==> src/rtl/latch_report_link_pkg.sv <==
// Shared constants and state encoding for the counter-to-host report link.
package latch_report_pkg;

  localparam logic [7:0] CMD_RST1 = 8'h00;
  localparam logic [7:0] CMD_RST2 = 8'h01;
  localparam logic [7:0] CMD_LAT1 = 8'h02;
  localparam logic [7:0] CMD_LAT2 = 8'h03;

  localparam logic [7:0] CHAN1_HDR = 8'h00;
  localparam logic [7:0] CHAN2_HDR = 8'h01;

  localparam int FRAME_BODY = 5;

  typedef enum logic [1:0] {IDLE, HDR, BODY} linkState_t;

  // Only the low byte of the high counter word is reported.
  function automatic logic [39:0] makeSnapshot(input logic [7:0] hi, input logic [31:0] lo);
    return {hi, lo};
  endfunction

endpackage

==> src/rtl/latch_report_link_if.sv <==
// Byte-stream link between the report stage (master) and the USB/UART bridge (slave).
interface latch_report_link_if;

  logic [7:0] oTxData;
  logic       oTxValid;
  logic       iTxReady;
  logic [7:0] iRxData;
  logic       iRxValid;

  modport master (output oTxData, oTxValid, input iTxReady, iRxData, iRxValid);
  modport slave  (input oTxData, oTxValid, output iTxReady, iRxData, iRxValid);

endinterface

==> src/rtl/latch_report_link_pulse_stretch.sv <==
// Stretches a one-cycle trigger into a pPULSE-cycle pulse; re-triggering restarts it.
module pulse_stretch #(
  parameter int pPULSE = 4
) (
  input  logic iCLK,
  input  logic iRSTn,
  input  logic iTrig,
  output logic oPulse
);

  localparam logic [7:0] LOAD = 8'(pPULSE);

  logic [7:0] count;

  always_ff @(posedge iCLK) begin
    if (!iRSTn) begin
      count <= 8'd0;
    end else if (iTrig) begin
      count <= LOAD;
    end else if (count != 8'd0) begin
      count <= count - 8'd1;
    end
  end

  assign oPulse = (count != 8'd0);

endmodule

==> src/rtl/latch_report_link.sv <==
// Frames latched counter values into 6-byte reports and decodes host command bytes into pulses.
module latch_report_link
  import latch_report_pkg::*;
#(
  parameter int pPULSE   = 4,
  parameter int pTIMEOUT = 0
) (
  input  logic                       iCLK,
  input  logic                       iRSTn,
  latch_report_link_if.master        link,
  input  logic [31:0]                i1COUNTER,
  input  logic [31:0]                i1COUNTERHi,
  input  logic                       iRdy1,
  input  logic [31:0]                i2COUNTER,
  input  logic [31:0]                i2COUNTERHi,
  input  logic                       iRdy2,
  output logic                       oResetLatch1,
  output logic                       oResetLatch2,
  output logic                       oLatch1,
  output logic                       oLatch2,
  output logic [7:0]                 oBadCmd
);

  localparam logic [2:0]  LAST_IDX = 3'(FRAME_BODY - 1);
  localparam logic        TMO_EN   = (pTIMEOUT > 0);
  localparam logic [31:0] TMO_LAST = (pTIMEOUT > 0) ? 32'(pTIMEOUT - 1) : 32'd0;

  linkState_t  state;
  logic        chan;
  logic [39:0] snap;
  logic [2:0]  idx;
  logic [1:0]  sent;
  logic [1:0]  rdy;
  logic [1:0]  tmo;
  logic [31:0] timer [2];
  logic        frameDone;
  logic [3:0]  trig;
  logic        unusedHi;

  assign rdy       = {iRdy2, iRdy1};
  assign frameDone = (state == BODY) && link.iTxReady && (idx == LAST_IDX);
  assign unusedHi  = ^{i1COUNTERHi[31:8], i2COUNTERHi[31:8]};

  always_comb begin
    tmo = 2'b00;
    for (int ch = 0; ch < 2; ch++) begin
      tmo[ch] = TMO_EN && sent[ch] && rdy[ch] && (timer[ch] == TMO_LAST);
    end
  end

  // Snapshot is taken at the IDLE decision and shifted out MSB-first, so input changes never reach the wire.
  always_ff @(posedge iCLK) begin
    if (!iRSTn) begin
      state         <= IDLE;
      chan          <= 1'b0;
      snap          <= 40'd0;
      idx           <= 3'd0;
      link.oTxValid <= 1'b0;
      link.oTxData  <= 8'h00;
    end else begin
      case (state)
        IDLE: begin
          if (iRdy1 && !sent[0]) begin
            snap          <= makeSnapshot(i1COUNTERHi[7:0], i1COUNTER);
            chan          <= 1'b0;
            link.oTxData  <= CHAN1_HDR;
            link.oTxValid <= 1'b1;
            state         <= HDR;
          end else if (iRdy2 && !sent[1]) begin
            snap          <= makeSnapshot(i2COUNTERHi[7:0], i2COUNTER);
            chan          <= 1'b1;
            link.oTxData  <= CHAN2_HDR;
            link.oTxValid <= 1'b1;
            state         <= HDR;
          end
        end
        HDR: begin
          if (link.iTxReady) begin
            link.oTxData <= snap[39:32];
            snap         <= {snap[31:0], 8'h00};
            idx          <= 3'd0;
            state        <= BODY;
          end
        end
        BODY: begin
          if (link.iTxReady) begin
            if (idx == LAST_IDX) begin
              link.oTxValid <= 1'b0;
              state         <= IDLE;
            end else begin
              link.oTxData <= snap[39:32];
              snap         <= {snap[31:0], 8'h00};
              idx          <= idx + 3'd1;
            end
          end
        end
        default: state <= IDLE;
      endcase
    end
  end

  // Completing a frame wins over the release clear, so a latch dropped mid-frame re-arms one cycle later.
  always_ff @(posedge iCLK) begin
    if (!iRSTn) begin
      sent     <= 2'b00;
      timer[0] <= 32'd0;
      timer[1] <= 32'd0;
    end else begin
      for (int ch = 0; ch < 2; ch++) begin
        if (frameDone && (chan == 1'(ch))) begin
          sent[ch] <= 1'b1;
        end else if (!rdy[ch] || tmo[ch]) begin
          sent[ch] <= 1'b0;
        end
        if (TMO_EN && sent[ch] && rdy[ch] && !tmo[ch]) begin
          timer[ch] <= timer[ch] + 32'd1;
        end else begin
          timer[ch] <= 32'd0;
        end
      end
    end
  end

  assign trig[0] = link.iRxValid && (link.iRxData == CMD_RST1);
  assign trig[1] = link.iRxValid && (link.iRxData == CMD_RST2);
  assign trig[2] = link.iRxValid && (link.iRxData == CMD_LAT1);
  assign trig[3] = link.iRxValid && (link.iRxData == CMD_LAT2);

  always_ff @(posedge iCLK) begin
    if (!iRSTn) begin
      oBadCmd <= 8'h00;
    end else if (link.iRxValid && (link.iRxData > CMD_LAT2) && (oBadCmd != 8'hFF)) begin
      oBadCmd <= oBadCmd + 8'h01;
    end
  end

  pulse_stretch #(.pPULSE(pPULSE)) uRst1 (.iCLK(iCLK), .iRSTn(iRSTn), .iTrig(trig[0]), .oPulse(oResetLatch1));
  pulse_stretch #(.pPULSE(pPULSE)) uRst2 (.iCLK(iCLK), .iRSTn(iRSTn), .iTrig(trig[1]), .oPulse(oResetLatch2));
  pulse_stretch #(.pPULSE(pPULSE)) uLat1 (.iCLK(iCLK), .iRSTn(iRSTn), .iTrig(trig[2]), .oPulse(oLatch1));
  pulse_stretch #(.pPULSE(pPULSE)) uLat2 (.iCLK(iCLK), .iRSTn(iRSTn), .iTrig(trig[3]), .oPulse(oLatch2));

endmodule

==> src/flat_wrapper.sv <==
// flat-port wrapper written by rule: the top's interface ports become plain ports
module latch_report_link_flat import latch_report_pkg::*;
#(
  parameter int pPULSE   = 4,
  parameter int pTIMEOUT = 0
)
  (iCLK, iRSTn, i1COUNTER, i1COUNTERHi, iRdy1, i2COUNTER, i2COUNTERHi, iRdy2, oResetLatch1, oResetLatch2, oLatch1, oLatch2, oBadCmd, link_oTxData, link_oTxValid, link_iTxReady, link_iRxData, link_iRxValid);
  latch_report_link_if link_i ();
  input  logic iCLK;
  input  logic iRSTn;
  input  logic [31:0] i1COUNTER;
  input  logic [31:0] i1COUNTERHi;
  input  logic iRdy1;
  input  logic [31:0] i2COUNTER;
  input  logic [31:0] i2COUNTERHi;
  input  logic iRdy2;
  output logic oResetLatch1;
  output logic oResetLatch2;
  output logic oLatch1;
  output logic oLatch2;
  output logic [7:0] oBadCmd;
  output wire logic [$bits(link_i.oTxData)-1:0] link_oTxData;
  output wire logic [$bits(link_i.oTxValid)-1:0] link_oTxValid;
  input wire logic [$bits(link_i.iTxReady)-1:0] link_iTxReady;
  input wire logic [$bits(link_i.iRxData)-1:0] link_iRxData;
  input wire logic [$bits(link_i.iRxValid)-1:0] link_iRxValid;
  assign link_oTxData = link_i.oTxData;
  assign link_oTxValid = link_i.oTxValid;
  assign link_i.iTxReady = link_iTxReady;
  assign link_i.iRxData = link_iRxData;
  assign link_i.iRxValid = link_iRxValid;
  latch_report_link #(.pPULSE(pPULSE), .pTIMEOUT(pTIMEOUT)) u_core (.iCLK(iCLK), .iRSTn(iRSTn), .link(link_i), .i1COUNTER(i1COUNTER), .i1COUNTERHi(i1COUNTERHi), .iRdy1(iRdy1), .i2COUNTER(i2COUNTER), .i2COUNTERHi(i2COUNTERHi), .iRdy2(iRdy2), .oResetLatch1(oResetLatch1), .oResetLatch2(oResetLatch2), .oLatch1(oLatch1), .oLatch2(oLatch2), .oBadCmd(oBadCmd));
endmodule
==> config.mk <==
export PLATFORM = sky130hd
export DESIGN_NAME = latch_report_link_flat
export DESIGN_NICKNAME = d
export VERILOG_FILES = /design/src/rtl/latch_report_link_pkg.sv /design/src/rtl/latch_report_link_if.sv /design/src/rtl/latch_report_link_pulse_stretch.sv /design/src/rtl/latch_report_link.sv /design/src/flat_wrapper.sv
export SDC_FILE = /design/constraint.sdc
export NUM_CORES = 1
export LEC_CHECK = 0
export ABC_AREA = 1
export CORE_ASPECT_RATIO = 0.8
export CORE_UTILIZATION = 44
export CTS_CLUSTER_DIAMETER = 40
export CTS_CLUSTER_SIZE = 8
export DETAILED_ROUTE_END_ITERATION = 16
export PLACE_DENSITY = 0.78
export SLEW_MARGIN = 20
export SYNTH_ARGS = -nofsm -noshare
export SYNTH_HDL_FRONTEND = slang
export SYNTH_SLANG_ARGS = --single-unit
==> constraint.sdc <==
create_clock -name iCLK -period 1.65 [get_ports iCLK]
set_clock_uncertainty 0.05 [all_clocks]
set_input_delay 0.165 -clock iCLK [delete_from_list [all_inputs] [get_ports iCLK]]
set_output_delay 0.165 -clock iCLK [all_outputs]
set_load 0.005 [all_outputs]
==> Yosys cells after proc, flatten, opt, wreduce, memory -nomap -nowiden <==
Cells that the tools add are included.
{ "classes": {"muxes": 40, "n_reduce_logical": 37, "n_addsub": 6, "eq_ne": 14, "bitwise_logic": 2, "n_lt_le_gt_ge": 1} }
{ "ops": {"columns": ["operator", "n"], "rows": [
  ["40-bit 2-to-1 mux", 5],
  ["40-bit case mux with 3 select lines", 1],
  ["8-bit 2-to-1 mux", 5],
  ["3-bit 2-to-1 mux", 11],
  ["8-bit nonzero test", 4],
  ["8-bit by 1-bit subtractor with 8-bit output, second input constant", 4],
  ["8-bit case mux with 3 select lines", 1],
  ["8-bit by 2-bit equality test with 1-bit output, second input constant", 2],
  ["2-bit nonzero test", 7],
  ["1-bit logical AND", 12],
  ["4-bit AND reduction", 3],
  ["2-bit 2-to-1 mux", 5],
  ["1-bit 2-to-1 mux", 9],
  ["8-bit by 1-bit adder with 8-bit output, second input constant", 1],
  ["8-bit by 1-bit equality test with 1-bit output, second input constant", 1],
  ["8-bit by 2-bit > comparator with 1-bit output, second input constant", 1],
  ["8-bit logical NOT", 1],
  ["2-bit inequality test, second input constant", 4],
  ["8-bit inequality test, second input constant", 1],
  ["2-bit OR reduction", 4],
  ["2-bit case mux with 3 select lines", 1],
  ["3-bit case mux with 2 select lines", 1],
  ["5-bit AND reduction", 1],
  ["2-bit by 1-bit inequality test with 1-bit output, second input constant", 2],
  ["other kinds (11)", 13]
]} }
{ "word_totals": {"reg_bits": 97, "output_inout_bits": 21, "input_bits": 142, "elab_cells": 117} }

==> Depth between registers and ports, before layout <==
Gate-level depths: netlist of the first run.
{ "logic_depth": {"word_depth": 5, "mapped_depth": 11, "ltp_nobuf": 10} }

==> Modules after synthesis <==
Synthesis of the first run repeated with hierarchy kept, for this count alone.
{ "hier_totals": {"hier_cells": 972, "hier_area_um2": 5997.0} }
{ "modules_own_cells": {"columns": ["mod", "area_per_inst_um2", "cells_per_inst", "n_inst", "seq_area_each_um2"], "rows": [
  ["latch_report_link", 4070.2, 716, 1, 1301.2],
  ["pulse_stretch", 481.7, 64, 4, 160.2]
]} }

==> Worst setup path after synthesis of the first run <==
No wires, ideal clock.
{ "synth_timing": {"path_type": "reg2reg", "startpoint": "register u_core.state[0]", "endpoint": "register u_core.snap[10]", "required_ps": 1487, "setup_ps": 113, "setup_slack_ps": -3, "stages_incl_launch_ff": 10, "arrival_ps": 1490, "cell_sequence": "dfxtp_1 > inv_1 > ha_1 > buf_2 > inv_2 > buf_2 > clkbuf_1 > o21ai_0 > nor2_1 > nor2_1"} }
{ "synth_between": {"elab_chain_len": 3, "word_cells_on_any_way": 10, "classes_between": "6 x eq/ne; 1 x mux; 3 x reduce/logical"} }
{ "synth_lines": {"columns": ["element", "line_no", "source"], "rows": [
  ["start: declaration", "latch_report_link.sv:28", "linkState_t state;"],
  ["start signal: assignment", "latch_report_link.sv:54", "state <= IDLE;"],
  ["start signal: assignment", "latch_report_link.sv:68", "state <= HDR;"],
  ["start signal: assignment", "latch_report_link.sv:74", "state <= HDR;"],
  ["2-bit equality test, or another cell as far along", "latch_report_link.sv:61", "case (state)"],
  ["2-bit inequality test (no line), or another cell as far along", null, null],
  ["5-bit AND reduction (no line)", null, null],
  ["end signal: assignment", "latch_report_link.sv:64", "snap <= makeSnapshot(i1COUNTERHi[7:0], i1COUNTER);"],
  ["end signal: assignment", "latch_report_link.sv:70", "snap <= makeSnapshot(i2COUNTERHi[7:0], i2COUNTER);"],
  ["end signal: assignment", "latch_report_link.sv:80", "snap <= {snap[31:0], 8'h00};"],
  ["end: declaration", "latch_report_link.sv:30", "logic [39:0] snap;"]
]} }
Several ways; a longest one is shown, not always the timed one.
A chain may end at the register's enable or synchronous reset.

==> Worst setup path in the final report of the first run <==
{ "layout_timing": {"startpoint": "register u_core.state[1]", "endpoint": "register u_core.snap[37]"} }
The elaborated chain is that of the path after synthesis.

==> run metrics, run 1 <==
# setup viols final=2; max-slew violations=0; maximum vdd ir drop=between 1000 and 1500 uV; worst rel slew slack=0.741; FP Rows=36; simple-gate portion of the synthesized area=0.376; register area share after synthesis=0.348; main combinational cell family by area after synthesis=simple AND/OR/NAND/NOR gates; Final ANT Viol Nets=0; syn avg cell area=~6 um2; YS warnings=0; CP Class=flip-flop to flip-flop; Lkg Pwr=between 0.003 and 0.004 uW; GRT Util Overall=0.199; First-pass DRT Iterations=4; Final Cycle Share=1.03; IO Port Bufs=around 110; syn nets=between 1,000 and 1,500; XOR/XNOR Fraction of Synth Area=0.0361; # diodes=0; Top cell by count, worst path=nand2_1; slowest stage cell, crit path=dfxtp_4; Multi-input gate area=roughly 3100 um2; FILL cells=1,076; most used routing layer=met2; GR Overflow Total=0; cts bufs inserted=9; Worst setup EP type=flip-flop; Hold Crit Depth=3; initial antenna violation count=0; clock-pin slew on the worst setup and hold paths=~0.06 ns; crit-path max FO=6; RSZ-0062 raised after global routing=true; fmax=a little under 600 MHz; share of layout cells above drive strength 1=0.128; largest net degree at the start of global routing=59; Root Buffer=clkbuf_16; pwr dens=between 1500 and 2000 nW/um2; Total Nets Final=between 1,000 and 1,500; Hold Buf Count CTS=0; Synth Area in Compound Gates=0.0682; Hold Crit Endpoint=u_core.idx[1]$_SDFFE_PN0P_; status=finished with violations; HP Class=primary input to flip-flop; Initial Utilization=0.455; FF-to-FF path depth=9; area of the die=around 13,000 um2; global-route met1 utilization=0.240; CTS tree=done; Avg WL per Cell=between 10 and 15 um; failing checks=setup timing; core area=~12,000 um2; actual slew at the worst max-slew pin=slightly below 0.4 ns; Mapped Cells=934; Worst setup SP type=flip-flop; WP data arrival=approximately 1.9 ns; mux share of post-synthesis cell area=0; routability cong.=approximately 0.83; clk sinks=a little under 100; hold path startpoint=iRSTn; Cell Chain, Critical Path=inv_4, ha_4, nand3_2, nand3_4, buf_12, clkbuf_16, nand2_1, nand2_1, nor2_1; setup ws final=-0.0547 ns; fin crit period=between 1.5 and 2 ns; post-synthesis adder-cell area fraction=0.0359; CTS Buffer Depth=2; Fin. Hold Viols=0; final setup TNS=-0.0861 ns; Synth cell types=26; via-per-instance ratio=roughly 4.6; Yosys reg bits=97; chip width=about 130 um; number of global-route vias before repair=around 5,000; DRC=0; Iteration-0 DRC Markers=about 250; met3 layer usage reported by global route=0.0524; dpl hpwl=between 9000 and 10,000 um; Tot Pwr=roughly 16,000 uW; Die H=~100 um; critical path startpoint=u_core.state[1]$_SDFFE_PN0P_; CP delay by family, top=simple AND/OR/NAND/NOR gates; Worst R2R End=u_core.snap[37]$_SDFFE_PN0P_; # Max-Cap Violations=0; Vias=5,762; worst endpoint required time=between 1.5 and 2 ns; Max stage delay on crit path=roughly 0.36 ns; drt total wl=14,600 um; pre-CTS setup slack=-0.136 ns; Cell Area, Synth=about 5600 um2; Area Growth Syn to Fin=45.1%; Storage cell area=a little under 2000 um2; first-pass GRT wire length=approximately 21,000 um; num ports=between 150 and 200; met2 Track Usage GR=0.351; sum of buffers and inverters on the critical path=3; r2r setup slk=-0.05 ns; R2R Path Start=u_core.state[1]$_SDFFE_PN0P_; clock latency on the worst-skew pair=about 0.35 ns; htree depth=3
==> cells in the mapped netlist <==
library cell | number | area share
nor3_1 | 1 | 0.00090
nand2_2 | 1 | 0.0011
nor2_1 | 170 | 0.11
ha_1 | 16 | 0.036
nor3b_1 | 1 | 0.0013
inv_1 | 158 | 0.11
buf_4 | 1 | 0.0013
clkinv_1 | 1 | 0.00067
nor2_4 | 1 | 0.0020
xor2_1 | 18 | 0.028
nand4_1 | 3 | 0.0034
a221oi_1 | 1 | 0.0016
o21ai_0 | 41 | 0.037
nand3_1 | 58 | 0.052
nand3_2 | 2 | 0.0036
or2_2 | 1 | 0.0011
nand2_1 | 287 | 0.19
a21oi_1 | 32 | 0.029
buf_2 | 16 | 0.014
a31oi_1 | 1 | 0.0011
dfxtp_1 | 97 | 0.35
clkbuf_1 | 15 | 0.010
inv_2 | 4 | 0.0027
buf_1 | 1 | 0.00067
xnor2_1 | 5 | 0.0078
nand3b_1 | 2 | 0.0027
==> flip-flops by register name, indices dropped and copies added, names as in the netlist <==
signal / cells
u_core.chan: 1
u_core.idx: 3
u_core.link.oTxData: 8
u_core.link.oTxValid: 1
u_core.oBadCmd: 8
u_core.sent: 2
u_core.snap: 40
u_core.state: 2
u_core.uLat1.count: 8
u_core.uLat2.count: 8
u_core.uRst1.count: 8
u_core.uRst2.count: 8
==> layout by cell type (no fill, tap or decap), drive strengths merged <==
cell type / Yosys / final
xnor2: 5 / 5
nand4: 3 / 3
clkbuf: 15 / 20
clkdlybuf4s50: 0 / 109
clkinv: 1 / 1
nand2: 288 / 288
nand3b: 2 / 2
inv: 162 / 162
nor3b: 1 / 1
a221oi: 1 / 1
o21ai: 41 / 41
buf: 18 / 55
xor2: 18 / 18
a21oi: 32 / 32
bufinv: 0 / 2
nor3: 1 / 1
dfxtp: 97 / 97
ha: 16 / 16
a31oi: 1 / 1
dlygate4sd2: 0 / 3
or2: 1 / 1
nand3: 60 / 61
clkinvlp: 0 / 2
nor2: 171 / 171
==> cell type report <==
cell class	count	share of cell area
clock inverters	4	0.00927
multi-input cells	642	0.381
well taps	171	0.0264
inverters	163	0.0771
flip-flops and latches	97	0.241
clock buffers	12	0.0317
repair buffers	175	0.233
==> kinds of logic after synthesis <==
kind of cell / count (synthesis)
compound gates: 75
xor+xnor: 23
fa+ha+maj: 16
buf+inv: 196
flops: 97
simple gates: 527
==> power breakdown <==
| group | leakage (uW) | switching [uW] | internal, uW | total [uW] |
|---|---|---|---|---|
| clock network | 0.000155 | 892 | 1410 | 2300 |
| registers | 0.000803 | 503 | 3370 | 3870 |
| logic | 0.00304 | 5270 | 4730 | 10000 |
==> stage by stage <==
stage / instances / hold WS [ns] / util / area (um2)
global placement: 1227 / 0.400 / 0.587 / 7190
global route: 1264 / 0.259 / 0.661 / 8100
CTS: 1244 / 0.246 / 0.616 / 7540
finish: 1264 / 0.236 / 0.661 / 8100
floorplan: 934 / 0.262 / - / 5580
detailed placement: 1227 / 0.398 / 0.587 / 7190
==> worst register-to-register path: stages (launching register included) <==
cell       delay (ns)
dfxtp_4          0.36
inv_4            0.08
ha_4             0.17
nand3_2          0.24
nand3_4          0.19
buf_12           0.15
clkbuf_16        0.15
nand2_1          0.07
nand2_1          0.08
nor2_1           0.05
==> timing repair <==
action | CTS | global route
gates resized for setup | 9 | 75
pin swaps | 1 | 17
endpoints found under the setup margin | 12 | 57
endpoints found under the hold margin | 0 | 0
cloned | 0 | 12
buffers inserted | 1 | 9
==> how the worst max path moves through the flow <==
stage	end	slack, ns	cells past startpoint
floorplan	u_core.snap[10]$_SDFFE_PN0P_	-0.003	9
detailed placement	u_core.snap[34]$_SDFFE_PN0P_	-0.14	10
finish	u_core.snap[37]$_SDFFE_PN0P_	-0.05	9
global placement	u_core.snap[34]$_SDFFE_PN0P_	-0.1	10
CTS	u_core.snap[7]$_SDFFE_PN0P_	0.003	10
global route	u_core.snap[37]$_SDFFE_PN0P_	-0.11	12
==> routing by layer <==
metal	vias up	wire, um
li1	3102	-
met1	2523	6750
met2	123	7000
met3	14	680
met4	0	182
met5	-	0
Note: power is estimated with default switching activity, not from simulation.
==> run 2, diff against run 1 <==
==> constraint.sdc (replaced) <==
create_clock -name iCLK -period 1.5 [get_ports iCLK]
set_clock_uncertainty 0.05 [all_clocks]
set_input_delay 0.15 -clock iCLK [delete_from_list [all_inputs] [get_ports iCLK]]
set_output_delay 0.15 -clock iCLK [all_outputs]
set_load 0.005 [all_outputs]
==> run 2 against run 1 <==
  * The run still ends with setup timing left
  * First-iteration DRC count is 74% higher
  * Combinational power is 17% higher
  * Clock power is 2% lower
  * Flip-flop and latch count unchanged
  * Die area is the same
  * Highest routed layer unchanged
  * Global-route usage is 5.6 points higher
  * Sequential power grew 12%
  * Critical path depth up 3
  * Non-clock buffer count increased by 19
==> run metrics, run 2 (synthesized netlist as in run 1, its figures left out) <==
dpl hpwl=10,100 um (was 9300 um); number of global-route vias before repair=5,742 (was 5,036); sum of buffers and inverters on the critical path=5 (was 3); core area=12,300 um2 (unchanged); Initial Utilization=0.455 (unchanged); status=finished with violations (unchanged); maximum vdd ir drop=1060 uV (was 1250 uV); cts bufs inserted=9 (unchanged); Total Nets Final=1,265 (was 1,246); GR Overflow Total=0 (unchanged); slowest stage cell, crit path=dfxtp_4 (unchanged); Root Buffer=clkbuf_16 (unchanged); HP Class=primary input to flip-flop (unchanged); worst endpoint required time=1.73 ns (was 1.83 ns); fin crit period=1.68 ns (was 1.70 ns); Hold Buf Count CTS=0 (unchanged); Worst R2R End=u_core.snap[8]$_SDFFE_PN0P_ (was u_core.snap[37]$_SDFFE_PN0P_); most frequent cells in the layout=nand2_1, inv_1, nor2_1 (was nand2_1, nor2_1, inv_1); htree depth=3 (unchanged); First-pass DRT Iterations=5 (was 4); most common cell after layout, fill and taps aside=nand2_1 (unchanged); Fin. Hold Viols=0 (unchanged); largest net degree at the start of global routing=56 (was 59); area of the die=13,100 um2 (unchanged); fmax=595 MHz (was 587 MHz); hold_ws=0.135 ns (was 0.236 ns); DRC=0 (unchanged); crit-path max FO=5 (was 6); Lkg Pwr=0.00410 uW (was 0.00399 uW); # diodes=0 (unchanged); GRT Util Overall=0.255 (was 0.199); CP Class=flip-flop to flip-flop (unchanged); actual slew at the worst max-slew pin=0.345 ns (was 0.387 ns); FF-to-FF path depth=12 (was 9); drt total wl=16,900 um (was 14,600 um); routability cong.=0.823 (was 0.827); max reg flops=40 (unchanged); RSZ-0062 raised after global routing=true (unchanged); Final ANT Viol Nets=0 (unchanged); r2r setup slk=-0.18 ns (was -0.05 ns); # setup viols final=51 (was 2); clock-pin slew on the worst setup and hold paths=0.08 ns (was 0.06 ns); first-pass GRT wire length=26,600 um (was 21,100 um); worst rel slew slack=0.768 (was 0.741); clock latency on the worst-skew pair=0.35 ns (about the same); Hold Crit Endpoint=u_core.uLat1.count[0]$_SDFFE_PP0P_ (was u_core.idx[1]$_SDFFE_PN0P_); num ports=163 (unchanged); Die H=103 um (unchanged); Vias=6,294 (was 5,762); WP data arrival=1.91 ns (was 1.89 ns); Hold Crit Depth=3 (unchanged); Cell Chain, Critical Path=buf_6, ha_4, inv_4, nand2_2, nand2_2, inv_4, nand3_4, buf_12, buf_16, nand2_2, nand2_2, nor2_1 (was inv_4, ha_4, nand3_2, nand3_4, buf_12, clkbuf_16, nand2_1, nand2_1, nor2_1); share of layout cells above drive strength 1=0.191 (was 0.128); Avg WL per Cell=13.2 um (was 11.6 um); R2R Path Start=u_core.state[0]$_SDFFE_PN0P_ (was u_core.state[1]$_SDFFE_PN0P_); Worst setup EP type=flip-flop (unchanged); FP Rows=36 (unchanged); clk sinks=97 (unchanged); # Max-Cap Violations=0 (unchanged); initial antenna violation count=0 (unchanged); max-slew violations=0 (unchanged); CTS Buffer Depth=2 (unchanged); IO Port Bufs=114 (unchanged); failing checks=setup timing (unchanged); via-per-instance ratio=4.91 (was 4.56); Iteration-0 DRC Markers=441 (was 253); Worst setup SP type=flip-flop (unchanged); Max stage delay on crit path=0.39 ns (was 0.36 ns); design area=8320 um2 (was 8100 um2); Cell Area, Placed=7330 um2 (was 7190 um2); Area Growth Syn to Fin=49.1% (was 45.1%); Top cell by count, worst path=nand2_2 (was nand2_1); chip width=128 um (unchanged); setup ws final=-0.182 ns (was -0.0547 ns); Final Cycle Share=1.12 (was 1.03); Biggest register=u_core.snap (unchanged); CTS tree=done (unchanged); pwr dens=2200 nW/um2 (was 2000 nW/um2); hold path startpoint=iRSTn (unchanged); Tot Pwr=18,300 uW (was 16,200 uW); CP delay by family, top=buffers and inverters (was simple AND/OR/NAND/NOR gates); FILL cells=988 (was 1,076)
## run 2: cell count changes in the layout (fill, tap and decap cells not counted), sizes merged
cell / previous run / this run
buf: 55 / 83
clkbuf: 20 / 10
clkdlybuf4s50: 109 / 103
inv: 162 / 165
bufinv: 2 / 0
clkinv: 1 / 3
dlygate4sd2: 3 / 5
clkdlybuf4s15: 0 / 1
dlymetal6s2s: 0 / 1
## run 2: what timing repair did
item                                   in CTS  in global routing
gates resized for setup                    79                 91
setup buffers                              18                  5
setup endpoints to repair                  62                 70
pin swaps                                   9                 27
endpoints found under the hold margin       0                  0
gates cloned                                8                  1
## run 2: how the worst max path moves through the flow
stage	start	endpoint	slack (ns)	cells after the start
after floorplan	u_core.state[1]$_SDFFE_PN0P_	u_core.link.oTxData[0]$_SDFFE_PN0P_	-0.006	10
after global placement	iRdy1	u_core.snap[7]$_SDFFE_PN0P_	-0.12	9
after detailed placement	iRdy1	u_core.snap[25]$_SDFFE_PN0P_	-0.17	9
after CTS	u_core.state[0]$_SDFFE_PN0P_	u_core.snap[39]$_SDFFE_PN0P_	-0.13	11
after global routing	u_core.state[0]$_SDFFE_PN0P_	u_core.snap[16]$_SDFFE_PN0P_	-0.21	11
final	u_core.state[0]$_SDFFE_PN0P_	u_core.snap[8]$_SDFFE_PN0P_	-0.18	12
## run 2: per-stage QoR
stage / cells / worst slack (ns) / util / setup TNS, ns
after global placement: 1243 / -0.117 / 0.598 / -4.60
after floorplan: 934 / -0.00600 / - / -0.166
final: 1283 / -0.182 / 0.679 / -5.64
after detailed placement: 1243 / -0.170 / 0.598 / -5.99
after global routing: 1283 / -0.214 / 0.679 / -8.04
after CTS: 1285 / -0.126 / 0.666 / -4.70
## run 2: layout make-up
| cell class | count | area (um2) | share of cell area |
|---|---|---|---|
| tap | 171 | 214 | 0.0257 |
| clock inverter | 7 | 63.8 | 0.00767 |
| timing repair buffer | 194 | 1980 | 0.238 |
| sequential | 97 | 1970 | 0.236 |
| inverter | 163 | 627 | 0.0753 |
| clock buffer | 9 | 225 | 0.0271 |
| multi-input combinational | 642 | 3240 | 0.390 |
## run 2: worst min-delay path: stages
cell	delay [ns]
buf_2	0.15
nand2_1	0.14
nor2_1	0.05
## run 2: metal layers
metal | up-vias | part of all wire | global-route usage
met5 | - | 0 | 0
met4 | 0 | 0.027 | 0.109
met3 | 52 | 0.065 | 0.0343
met2 | 261 | 0.49 | 0.454
met1 | 2850 | 0.42 | 0.313
li1 | 3131 | - | -
## run 2: power breakdown
group	internal (uW)	leakage, uW	switching [uW]
clock	1160	0.000136	1100
sequential	3720	0.000808	619
combinational	5310	0.00316	6380
total	10200	0.00410	8100
==> run 3, diff against run 2 <==
--- a/config.mk
+++ b/config.mk
@@ -6,13 +6,14 @@
 export NUM_CORES = 1
 export LEC_CHECK = 0
 export ABC_AREA = 1
+export CAP_MARGIN = 20
 export CORE_ASPECT_RATIO = 0.8
 export CORE_UTILIZATION = 44
 export CTS_CLUSTER_DIAMETER = 40
 export CTS_CLUSTER_SIZE = 8
 export DETAILED_ROUTE_END_ITERATION = 16
 export PLACE_DENSITY = 0.78
-export SLEW_MARGIN = 20
+export SKIP_CTS_REPAIR_TIMING = 1
 export SYNTH_ARGS = -nofsm -noshare
 export SYNTH_HDL_FRONTEND = slang
 export SYNTH_SLANG_ARGS = --single-unit
==> run 3 against run 2 <==
  * The run still ends with setup timing left
  * Wire length is 1.4% lower
  * Non-clock buffer count is 7 lower
  * Final cell count is 0.47% lower
  * Via count is 2.2% lower
  * Cell area is 1.5% lower
  * Sequential power is 1% lower
  * Setup slack worse by 0.055 ns
  * Utilization is 1.0 points lower
  * First-iteration DRC count is 12% higher
  * Clock power hardly changed
  * Flip-flop and latch count stayed put
  * Largest power group unchanged
==> run metrics, run 3 (synthesized netlist as in run 1, its figures left out) <==
clock-pin slew on the worst setup and hold paths=0.07 ns (was 0.08 ns); core area=12,300 um2 (unchanged); Final Cycle Share=1.16 (was 1.12); # Max-Cap Violations=0 (unchanged); Hold Crit Endpoint=u_core.uLat1.count[0]$_SDFFE_PP0P_ (unchanged); fin cells=1,277 (was 1,283); design area=8200 um2 (was 8320 um2); most used routing layer=met2 (unchanged); clock latency on the worst-skew pair=0.35 ns (about the same); pwr dens=2190 nW/um2 (was 2200 nW/um2); Die H=103 um (unchanged); routability cong.=0.823 (unchanged); chip width=128 um (unchanged); worst rel slew slack=0.756 (was 0.768); Lkg Pwr=0.00414 uW (was 0.00410 uW); WP data arrival=1.93 ns (was 1.91 ns); CTS Buffer Depth=2 (unchanged); # diodes=0 (unchanged); Final ANT Viol Nets=0 (unchanged); Total Nets Final=1,259 (was 1,265); Initial Utilization=0.455 (unchanged); drt total wl=16,600 um (was 16,900 um); Avg WL per Cell=13.0 um (was 13.2 um); Biggest register=u_core.snap (unchanged); clk sinks=97 (unchanged); max-slew violations=0 (unchanged); Iteration-0 DRC Markers=494 (was 441); HP Class=primary input to flip-flop (unchanged); worst endpoint required time=1.70 ns (was 1.73 ns); DRC=0 (unchanged); met2 Track Usage GR=0.378 (was 0.454); actual slew at the worst max-slew pin=0.362 ns (was 0.345 ns); Vias=6,154 (was 6,294); via-per-instance ratio=4.82 (was 4.91); Tot Pwr=18,000 uW (was 18,300 uW); largest net degree at the start of global routing=56 (unchanged); global-route met1 utilization=0.288 (was 0.313); met3 layer usage reported by global route=0.0306 (was 0.0343); First-pass DRT Iterations=8 (was 5); setup ws final=-0.236 ns (was -0.182 ns); Worst setup EP type=flip-flop (unchanged); placed cells=1,243 (unchanged); fmax=576 MHz (was 595 MHz); status=finished with violations (unchanged); FP Rows=36 (unchanged); first-pass GRT wire length=23,300 um (was 26,600 um); IO Port Bufs=114 (unchanged); area of the die=13,100 um2 (unchanged); max reg flops=40 (unchanged); cts bufs inserted=9 (unchanged); maximum vdd ir drop=1030 uV (was 1060 uV); R2R Path Start=u_core.state[0]$_SDFFE_PN0P_ (unchanged); initial antenna violation count=0 (unchanged); GR Overflow Total=0 (unchanged); Storage cell area=1960 um2 (was 1970 um2); Area Growth Syn to Fin=46.9% (was 49.1%); failing checks=setup timing (unchanged); Fin. Hold Viols=0 (unchanged); Cell Area, Placed=7330 um2 (unchanged); share of layout cells above drive strength 1=0.162 (was 0.191); GRT Util Overall=0.220 (was 0.255); number of global-route vias before repair=5,195 (was 5,742); Root Buffer=clkbuf_16 (unchanged); FF-to-FF path depth=10 (was 12); Hold Crit Depth=3 (unchanged); htree depth=3 (unchanged); dpl hpwl=10,100 um (unchanged); most frequent cells in the layout=nand2_1, inv_1, nor2_1 (unchanged); crit-path max FO=10 (was 5); Worst R2R End=u_core.snap[27]$_SDFFE_PN0P_ (was u_core.snap[8]$_SDFFE_PN0P_); num ports=163 (unchanged); Worst setup SP type=flip-flop (unchanged); CTS tree=done (unchanged); fin crit period=1.74 ns (was 1.68 ns); RSZ-0062 raised after global routing=true (unchanged); most common cell after layout, fill and taps aside=nand2_1 (unchanged); # setup viols final=51 (unchanged); FILL cells=998 (was 988); Multi-input gate area=3160 um2 (was 3240 um2); r2r setup slk=-0.24 ns (was -0.18 ns); hold path startpoint=iRSTn (unchanged); CP Class=flip-flop to flip-flop (unchanged)
run 3: changes by cell type in the layout (fill, tap and decap cells not counted), sizes merged:
| cell | change |
|---|---|
| buf | -15 |
| clkdlybuf4s15 | -1 |
| dlygate4sd2 | -5 |
| clkbuf | +7 |
| nand3 | +1 |
| dlymetal6s2s | +7 |
run 3: power breakdown:
| part | switching [uW] | internal, uW |
|---|---|---|
| Sequential | 585 | 3710 |
| Clock | 1120 | 1160 |
| Combinational | 6270 | 5130 |
run 3: cell type report:
class | instances | area share
Multi-Input combinational cell | 643 | 0.386
Sequential cell | 97 | 0.239
Timing Repair Buffer | 187 | 0.238
Inverter | 163 | 0.0756
Clock buffer | 9 | 0.0275
Tap cell | 171 | 0.0261
Clock inverter | 7 | 0.00779
run 3: how the worst max path moves through the flow:
stage                                             from                             endpoint  slack (ns)  depth (start not counted)
floorplan                 u_core.state[1]$_SDFFE_PN0P_  u_core.link.oTxData[0]$_SDFFE_PN0P_      -0.006                         10
global placement                                 iRdy1          u_core.snap[7]$_SDFFE_PN0P_       -0.12                          9
detailed placement                               iRdy1         u_core.snap[25]$_SDFFE_PN0P_       -0.17                          9
CTS                 u_core.uLat2.count[0]$_SDFFE_PP0P_                              oLatch2       -0.37                          5
global route              u_core.state[0]$_SDFFE_PN0P_         u_core.snap[27]$_SDFFE_PN0P_       -0.27                         10
finish                    u_core.state[0]$_SDFFE_PN0P_         u_core.snap[27]$_SDFFE_PN0P_       -0.24                         10
run 3: layer usage:
layer / vias up / wire length, um
met1: 2739 / 7160
met4: 0 / 411
met3: 43 / 1050
met2: 250 / 8020
met5: - / 0
li1: 3122 / -
run 3: stage by stage:
stage	setup slack (ns)	util	hold WS, ns	TNS [ns]
finish	-0.236	0.669	0.127	-7.52
detailed placement	-0.170	0.598	0.398	-5.99
CTS	-0.371	0.622	0.132	-8.35
floorplan	-0.00600	-	0.247	-0.166
global route	-0.268	0.669	0.133	-9.86
global placement	-0.117	0.598	0.396	-4.60
run 3: critical path, cell delays in order, from the launching register on:
cell     delay, ns
dfxtp_4       0.38
inv_6         0.09
ha_4          0.16
nor2_2        0.04
nand2_1       0.07
nand2_2       0.08
inv_4         0.10
nand3_2       0.20
buf_6         0.22
nor2_1        0.14
nor2_1        0.07
